### src/rtl/y86_pkg.sv
// Shared Y86-64 core definitions: status codes and the PC/stat controller FSM encoding.
package y86_pkg;

    localparam int STAT_W = 3;

    localparam logic [STAT_W-1:0] STAT_AOK = 3'd1;
    localparam logic [STAT_W-1:0] STAT_HLT = 3'd2;
    localparam logic [STAT_W-1:0] STAT_ADR = 3'd3;
    localparam logic [STAT_W-1:0] STAT_INS = 3'd4;

    typedef enum logic [1:0] {
        ST_IDLE = 2'd0,
        ST_RUN  = 2'd1,
        ST_STOP = 2'd2
    } ctrl_state_e;

endpackage

### src/rtl/y86_sat_counter.sv
// Saturating up-counter with synchronous clear; clear has priority over enable.
module y86_sat_counter #(
    parameter int W = 32
) (
    input  logic         clk,
    input  logic         rst_n,
    input  logic         en,
    input  logic         clr,
    output logic [W-1:0] q
);

    logic [W-1:0] q_q;
    logic [W-1:0] q_d;

    always_comb begin
        q_d = q_q;
        if (clr) begin
            q_d = '0;
        end else if (en && !(&q_q)) begin
            q_d = q_q + W'(1);
        end
    end

    always_ff @(posedge clk or negedge rst_n) begin
        if (!rst_n) begin
            q_q <= '0;
        end else begin
            q_q <= q_d;
        end
    end

    assign q = q_q;

endmodule

### src/rtl/y86_pc_stat_ctrl.sv
// Architectural PC and status register with run/stop sequencing and performance counters.
module y86_pc_stat_ctrl
    import y86_pkg::*;
#(
    parameter int                ADDR_W   = 64,
    parameter logic [ADDR_W-1:0] RESET_PC = '0,
    parameter int                CNT_W    = 32
) (
    input  logic              clk,
    input  logic              rst_n,
    input  logic              start,
    input  logic              clear,
    input  logic              stall,
    input  logic              retire,
    input  logic              instr_valid,
    input  logic              imem_error,
    input  logic              dmem_error,
    input  logic              halt_instr,
    input  logic [ADDR_W-1:0] pc_next,
    output logic [ADDR_W-1:0] pc,
    output logic [STAT_W-1:0] stat,
    output logic              running,
    output logic              done,
    output logic [CNT_W-1:0]  cycle_cnt,
    output logic [CNT_W-1:0]  instr_cnt
);

    ctrl_state_e       state_q, state_d;
    logic [ADDR_W-1:0] pc_q, pc_d;
    logic [STAT_W-1:0] stat_q, stat_d;
    logic              running_q, running_d;
    logic              done_q, done_d;

    logic              fault;
    logic [STAT_W-1:0] fault_stat;
    logic              cyc_inc;
    logic              instr_inc;

    // Fault priority: a bad fetch address hides everything decoded from it.
    always_comb begin
        fault      = 1'b1;
        fault_stat = STAT_AOK;
        if (imem_error) begin
            fault_stat = STAT_ADR;
        end else if (!instr_valid) begin
            fault_stat = STAT_INS;
        end else if (dmem_error) begin
            fault_stat = STAT_ADR;
        end else if (halt_instr) begin
            fault_stat = STAT_HLT;
        end else begin
            fault = 1'b0;
        end
    end

    always_comb begin
        state_d   = state_q;
        pc_d      = pc_q;
        stat_d    = stat_q;
        done_d    = 1'b0;
        cyc_inc   = 1'b0;
        instr_inc = 1'b0;

        case (state_q)
            ST_IDLE: begin
                if (start) begin
                    state_d = ST_RUN;
                end
            end
            ST_RUN: begin
                cyc_inc = 1'b1;
                if (retire && !stall) begin
                    if (fault) begin
                        // PC stays on the faulting instruction; only HALT counts as retired.
                        stat_d    = fault_stat;
                        state_d   = ST_STOP;
                        done_d    = 1'b1;
                        instr_inc = (fault_stat == STAT_HLT);
                    end else begin
                        pc_d      = pc_next;
                        instr_inc = 1'b1;
                    end
                end
            end
            ST_STOP: begin
            end
            default: begin
                state_d = ST_IDLE;
            end
        endcase

        if (clear) begin
            state_d   = ST_IDLE;
            pc_d      = RESET_PC;
            stat_d    = STAT_AOK;
            done_d    = 1'b0;
            cyc_inc   = 1'b0;
            instr_inc = 1'b0;
        end

        running_d = (state_d == ST_RUN);
    end

    always_ff @(posedge clk or negedge rst_n) begin
        if (!rst_n) begin
            state_q   <= ST_IDLE;
            pc_q      <= RESET_PC;
            stat_q    <= STAT_AOK;
            running_q <= 1'b0;
            done_q    <= 1'b0;
        end else begin
            state_q   <= state_d;
            pc_q      <= pc_d;
            stat_q    <= stat_d;
            running_q <= running_d;
            done_q    <= done_d;
        end
    end

    y86_sat_counter #(.W(CNT_W)) u_cycle_cnt (
        .clk   (clk),
        .rst_n (rst_n),
        .en    (cyc_inc),
        .clr   (clear),
        .q     (cycle_cnt)
    );

    y86_sat_counter #(.W(CNT_W)) u_instr_cnt (
        .clk   (clk),
        .rst_n (rst_n),
        .en    (instr_inc),
        .clr   (clear),
        .q     (instr_cnt)
    );

    assign pc      = pc_q;
    assign stat    = stat_q;
    assign running = running_q;
    assign done    = done_q;

endmodule

### config.mk
export PLATFORM = sky130hd
export DESIGN_NAME = y86_pc_stat_ctrl
export DESIGN_NICKNAME = d
export VERILOG_FILES = /design/src/rtl/y86_pkg.sv /design/src/rtl/y86_sat_counter.sv /design/src/rtl/y86_pc_stat_ctrl.sv
export SDC_FILE = /design/constraint.sdc
export NUM_CORES = 1
export LEC_CHECK = 0
export BUFFER_PORTS_ARGS = -buffer_cell sky130_fd_sc_hd__buf_2
export CAP_MARGIN = 20
export CORE_ASPECT_RATIO = 1.5
export CORE_MARGIN = 5
export CORE_UTILIZATION = 51
export DETAILED_ROUTE_END_ITERATION = 8
export PLACE_DENSITY = 0.87
export RECOVER_POWER = 50
export SYNTH_ARGS = -nofsm -noshare
export SYNTH_HDL_FRONTEND = slang
export SYNTH_SLANG_ARGS = --single-unit
export TNS_END_PERCENT = 20
### constraint.sdc
create_clock -name clk -period 2.8 [get_ports clk]
set_clock_uncertainty 0.1 [all_clocks]
set_input_delay 0.28 -clock clk [delete_from_list [all_inputs] [get_ports clk]]
set_output_delay 0.28 -clock clk [all_outputs]
set_load 0.02 [all_outputs]
Word-level counts from Yosys, hierarchy flattened
Cells that the tools add are included.
{ "op_classes": {"add_sub_neg": 2, "eq_ne": 5, "mux": 35, "reduce_logical": 16} }
{ "ops": {"columns": ["cell", "n"], "rows": [
  ["two-way mux 64 bit", 4],
  ["two-way mux 32 bit", 4],
  ["adder 32 x 1 -> 32 bit, second input constant", 2],
  ["AND reduction 32 bit", 2],
  ["two-way mux 3 bit", 6],
  ["two-way mux 1 bit", 14],
  ["two-way mux 2 bit", 6],
  ["nonzero test 2 bit", 5],
  ["case mux 2 bit (3 select lines)", 1],
  ["AND reduction 3 bit", 2],
  ["== test 2 x 1 -> 1 bit, second input constant", 2],
  ["== test 3 x 2 -> 1 bit, second input constant", 1],
  ["logical AND 1 bit", 3],
  ["logical NOT 1 bit", 3],
  ["== test 2 bit, second input constant", 1],
  ["logical NOT 2 bit", 1],
  ["!= test 2 bit, second input constant", 1]
]} }
{ "totals": {"regBits": 135, "in_bits": 74, "output_inout_bits": 133, "elab_cells": 65} }

Depth between registers and ports, before layout
{ "logic_depth": {"ltp_word": 12, "depth_mapped": 9, "depth_no_buf": 6} }

By module
From an unflattened synthesis, not the netlist that was laid out.
{ "hier_totals": {"cells_unflattened": 693, "hier_area_um2": 7343.3} }
{ "modules_own_cells": {"columns": ["module", "instances", "cells_each", "area_each_um2", "seq_area_each_um2"], "rows": [
  ["y86_sat_counter", 2, 190, 1865.5, 800.8],
  ["y86_pc_stat_ctrl", 1, 313, 3612.2, 1778.0]
]} }

Least setup slack after synthesis
No wires, ideal clock.
{ "synth_path": {"path_kind": "reg2reg", "start": "register u_cycle_cnt.q_q[0] (netlist: u_cycle_cnt.q[0])", "end": "register u_cycle_cnt.q_q[16] (netlist: u_cycle_cnt.q[16])", "setup_ns": 0.125, "arrival_time_ns": 2.186, "required_ns": 2.575, "path_slack_ns": 0.389, "path_stages_with_launch": 9, "path_buffers": 2, "period_less_slack_ns": 2.411, "path_cell_list": "dfrtp_1 -> ha_1 -> and4_1 -> clkbuf_1 -> and4bb_2 -> and4_1 -> buf_2 -> nor4_1 -> mux2_2"} }
{ "synth_via": {"elab_chain_cells": 4, "word_cells_on_any_way": 7, "classes_between": "add/sub (1); mux (2); reduce/logical (4)"} }
{ "synth_lines": {"columns": ["element", "line", "text"], "rows": [
  ["start: declaration", "y86_sat_counter.sv:12", "logic [W-1:0] q_q;"],
  ["start signal: assignment", "y86_sat_counter.sv:28", "q_q <= q_d;"],
  ["parallel branches: the longest is 4 deep, another holds adder 32 x 1 -> 32 bit", null, null]
]} }
Parallel ways; which one is timed is not known. The select of a mux whose other input is x is not followed.
A chain may end at the register's enable or synchronous reset.

Worst setup path in the final report
{ "layout_path": {"start": "register state_q[1]", "end": "register u_instr_cnt.q_q[26] (netlist: u_instr_cnt.q[26])"} }
{ "layout_via": {"elab_chain_cells": 5} }
{ "layout_lines": {"columns": ["element", "line", "text"], "rows": [
  ["start: declaration", "y86_pc_stat_ctrl.sv:28", "ctrl_state_e state_q, state_d;"],
  ["start signal: assignment", "y86_pc_stat_ctrl.sv:112", "state_q <= state_d;"],
  ["== test 2 x 1 -> 1 bit", "y86_pc_stat_ctrl.sv:64", "case (state_q)"],
  ["two-way mux 1 bit", "y86_pc_stat_ctrl.sv:64", null],
  ["two-way mux 1 bit", "y86_pc_stat_ctrl.sv:92", "if (clear) begin"],
  ["logical AND 1 bit", "y86_sat_counter.sv:19", "end else if (en && !(&q_q)) begin"],
  ["nonzero test 2 bit (no line)", null, null],
  ["end signal: assignment", "y86_sat_counter.sv:28", null],
  ["end: declaration", "y86_sat_counter.sv:12", null]
]} }
No other way between the ends.

==> metrics.txt <==
Seq cells post-synth approximately 140; I/O pin cnt between 200 and 250; clk sinks 135; WS Path Type flop to flop; Post-DRT Antenna Nets 0; EDFF count, synth 0; PD cells slightly above 500 nW/um2; routed wl met3 roughly 1500 um; fin cells between 1000 and 1500; Static Leak roughly 0.0037 uW; GRT Overall Usage 0.2663; row count 50; Hold Path Class input pin to flop; CP max FO 14; Seq/Total Area, Yosys 0.5210; drt pass-1 iters 5; first-pass GRT wire length 32670 um; vias in the first global route between 6000 and 7000; Num CTS Buffers 17; placed cell count 1042; met1 wire length about 7000 um; gpl congestion between 0.8 and 0.9; Synth top area share 0.5170; highest metal used met5; Final #Nets 1031; VDD IR max between 0.0004 and 0.0005 V; Die Span X just over 100 um; Worst Tran Pin Value 1.314 ns; Min Clock Period, post-route around 2.5 ns; pin count of the biggest net entering global routing 76; CP Data Required Time a little over 3 ns; Overflow after GRT 0; largest area contributor in the netlist dfrtp_1; Yosys warnings 0; async set or reset register ratio after synthesis 1.000; Initial DRC Count about 370; crit path DAT 2.71 ns; WL/cell ~17 um; die area around 15000 um2; Main synth FF type dfrtp_1; RSZ-0062 raised after global routing no; Netlist cell types 48; core area around 13000 um2; clock buffer depth 2; Port Buffers ~210; Die Span Y roughly 150 um; Fin Setup TNS 0 ns; CTS tree done; syn_area_per_cell 9.046 um2; Post-route DRC 0; FMAX 0.4038 GHz; startpoint types flop; synthesized instance count roughly 700; via/cell ratio ~6; Clk Latency, worst-skew pair 0.41 ns; initial core utilization 0.5184; ranking of synthesized cells by area dfrtp_1 52%, a21oi_1 9.3%, nand2_1 8.7%; Mapped Area roughly 6500 um2; most frequent cells in the layout 150 x nand2_1, 134 x dfrtp_1, 132 x buf_2; MaxCap Viol Count 0; met2 WL around 10000 um; Post-Syn Nets 793; clk root buf clkbuf_16; final setup vio count 0; outcome finished, final reports clean; share of layout cells above drive strength 1 0.1994; Crit. End Element flop; Slew Limit Headroom 0.1239; H-tree depth 4; final hold vios 0; clock slew seen by the registers of the worst setup and hold paths around 0.07 ns; initial antenna violation count 1; Area growth syn-to-layout 32.62%; Post-CTS Setup Bufs 0; total routed wirelength 19570 um; most common cell after layout, fill and taps aside nand2_1; Tcrit/Tclk final 0.8844; Max Slew Vio Count 0; detailed placement HPWL 12320 um; DR vias 6628
synthesized netlist by cell type, types with 3 or more instances:
master and count:
buf_2 8, nor2_1 17, or4_1 31, nand4_1 26, o21a_1 3, clkbuf_1 40
nand3_1 23, nand2_1 151, and3_1 7, nor3_2 3, or3_1 23, and4_1 11
o31a_1 3, dfrtp_1 134, a21oi_1 120, nor4_1 6, nor3_1 7, o31ai_1 30
o21ai_0 25, inv_1 8, nand3b_1 3
where the power goes:
part	internal [uW]	switching (uW)
combinational	108	143
sequential	1960	8.21
clock	1220	880
total	3290	1030
through the flow:
stage / hold slack (ns) / power [uW] / instance area [um2] / setup slack, ns / util
final: 0.01430 / 4324 / 8602 / 0.3236 / 0.6875
after global routing: 0.01461 / 4485 / 8600 / 0.1206 / 0.6873
after CTS: 0.0007304 / 4360 / 8698 / 0.3213 / 0.6952
after detailed placement: 0.1580 / 2199 / 7644 / 0.3590 / 0.6109
after global placement: 0.1605 / 2196 / 7644 / 0.4174 / 0.6109
after floorplan: -0.1156 / 2075 / 6486 / 0.3894 / -
what timing repair did:
item / CTS / global route
endpoints found under the hold margin: 97 / 0
setup endpoints to repair: 0 / 0
gates resized for setup: 0 / 0
hold buffers: 50 / 0
sequential cells by signal, indices dropped and copies added, names as in the netlist:
register and count:
u_cycle_cnt.q 32, state_q 2, pc 64, running 1
stat 3, done 1, u_instr_cnt.q 32
metal layers:
layer  up-vias  track usage
li1       3095            -
met1      3203       0.3232
met2       269       0.4443
met3        59      0.06804
met4         2       0.1136
met5         -            0
critical path, cell delays in order (launching register included):
cell and delay, ns:
dfrtp_1 0.43, nand4bb_1 0.48, nor3_4 0.53, nand3_4 0.20, or4_1 0.51, a21oi_1 0.15
layout make-up:
cell class / count / area, um2
diodes: 1 / 2.502
flip-flops and latches: 135 / 3379
well taps: 156 / 195.2
clock buffers: 18 / 429.2
inverters: 8 / 30.03
multi-input cells: 523 / 2869
fillers: 1000 / 3910
repair buffers: 270 / 1572
clock inverters: 14 / 125.1
logic make-up after synthesis:
group,count (synthesis),share of synthesized area
AND/OR/NAND/NOR,324,0.2620
XOR/XNOR,3,0.004052
multiplexers,2,0.003472
AO/OA/AOI/OAI,192,0.1676
buffers and inverters,59,0.03800
adder cells (fa/ha/maj),2,0.003857
flip-flops,135,0.5210
worst paths after layout:
| kind | from | end | slack [ns] | cells after the start |
|---|---|---|---|---|
| setup / recovery | state_q[1] | u_instr_cnt.q[26] | 0.32 | 5 |
| hold / removal | pc_next[36] | pc[36] | 0.01 | 3 |
| setup reg to reg | state_q[1] | u_instr_cnt.q[26] | 0.32 | 5 |
| hold reg to reg | pc[11] | pc[11] | 0.42 | 2 |
| max in group asynchronous | rst_n | u_cycle_cnt.q[22] | 0.74 | 3 |
| min in group asynchronous | rst_n | u_instr_cnt.q[7] | 0.63 | 2 |
No activity file was read; power rests on OpenSTA's default activity.
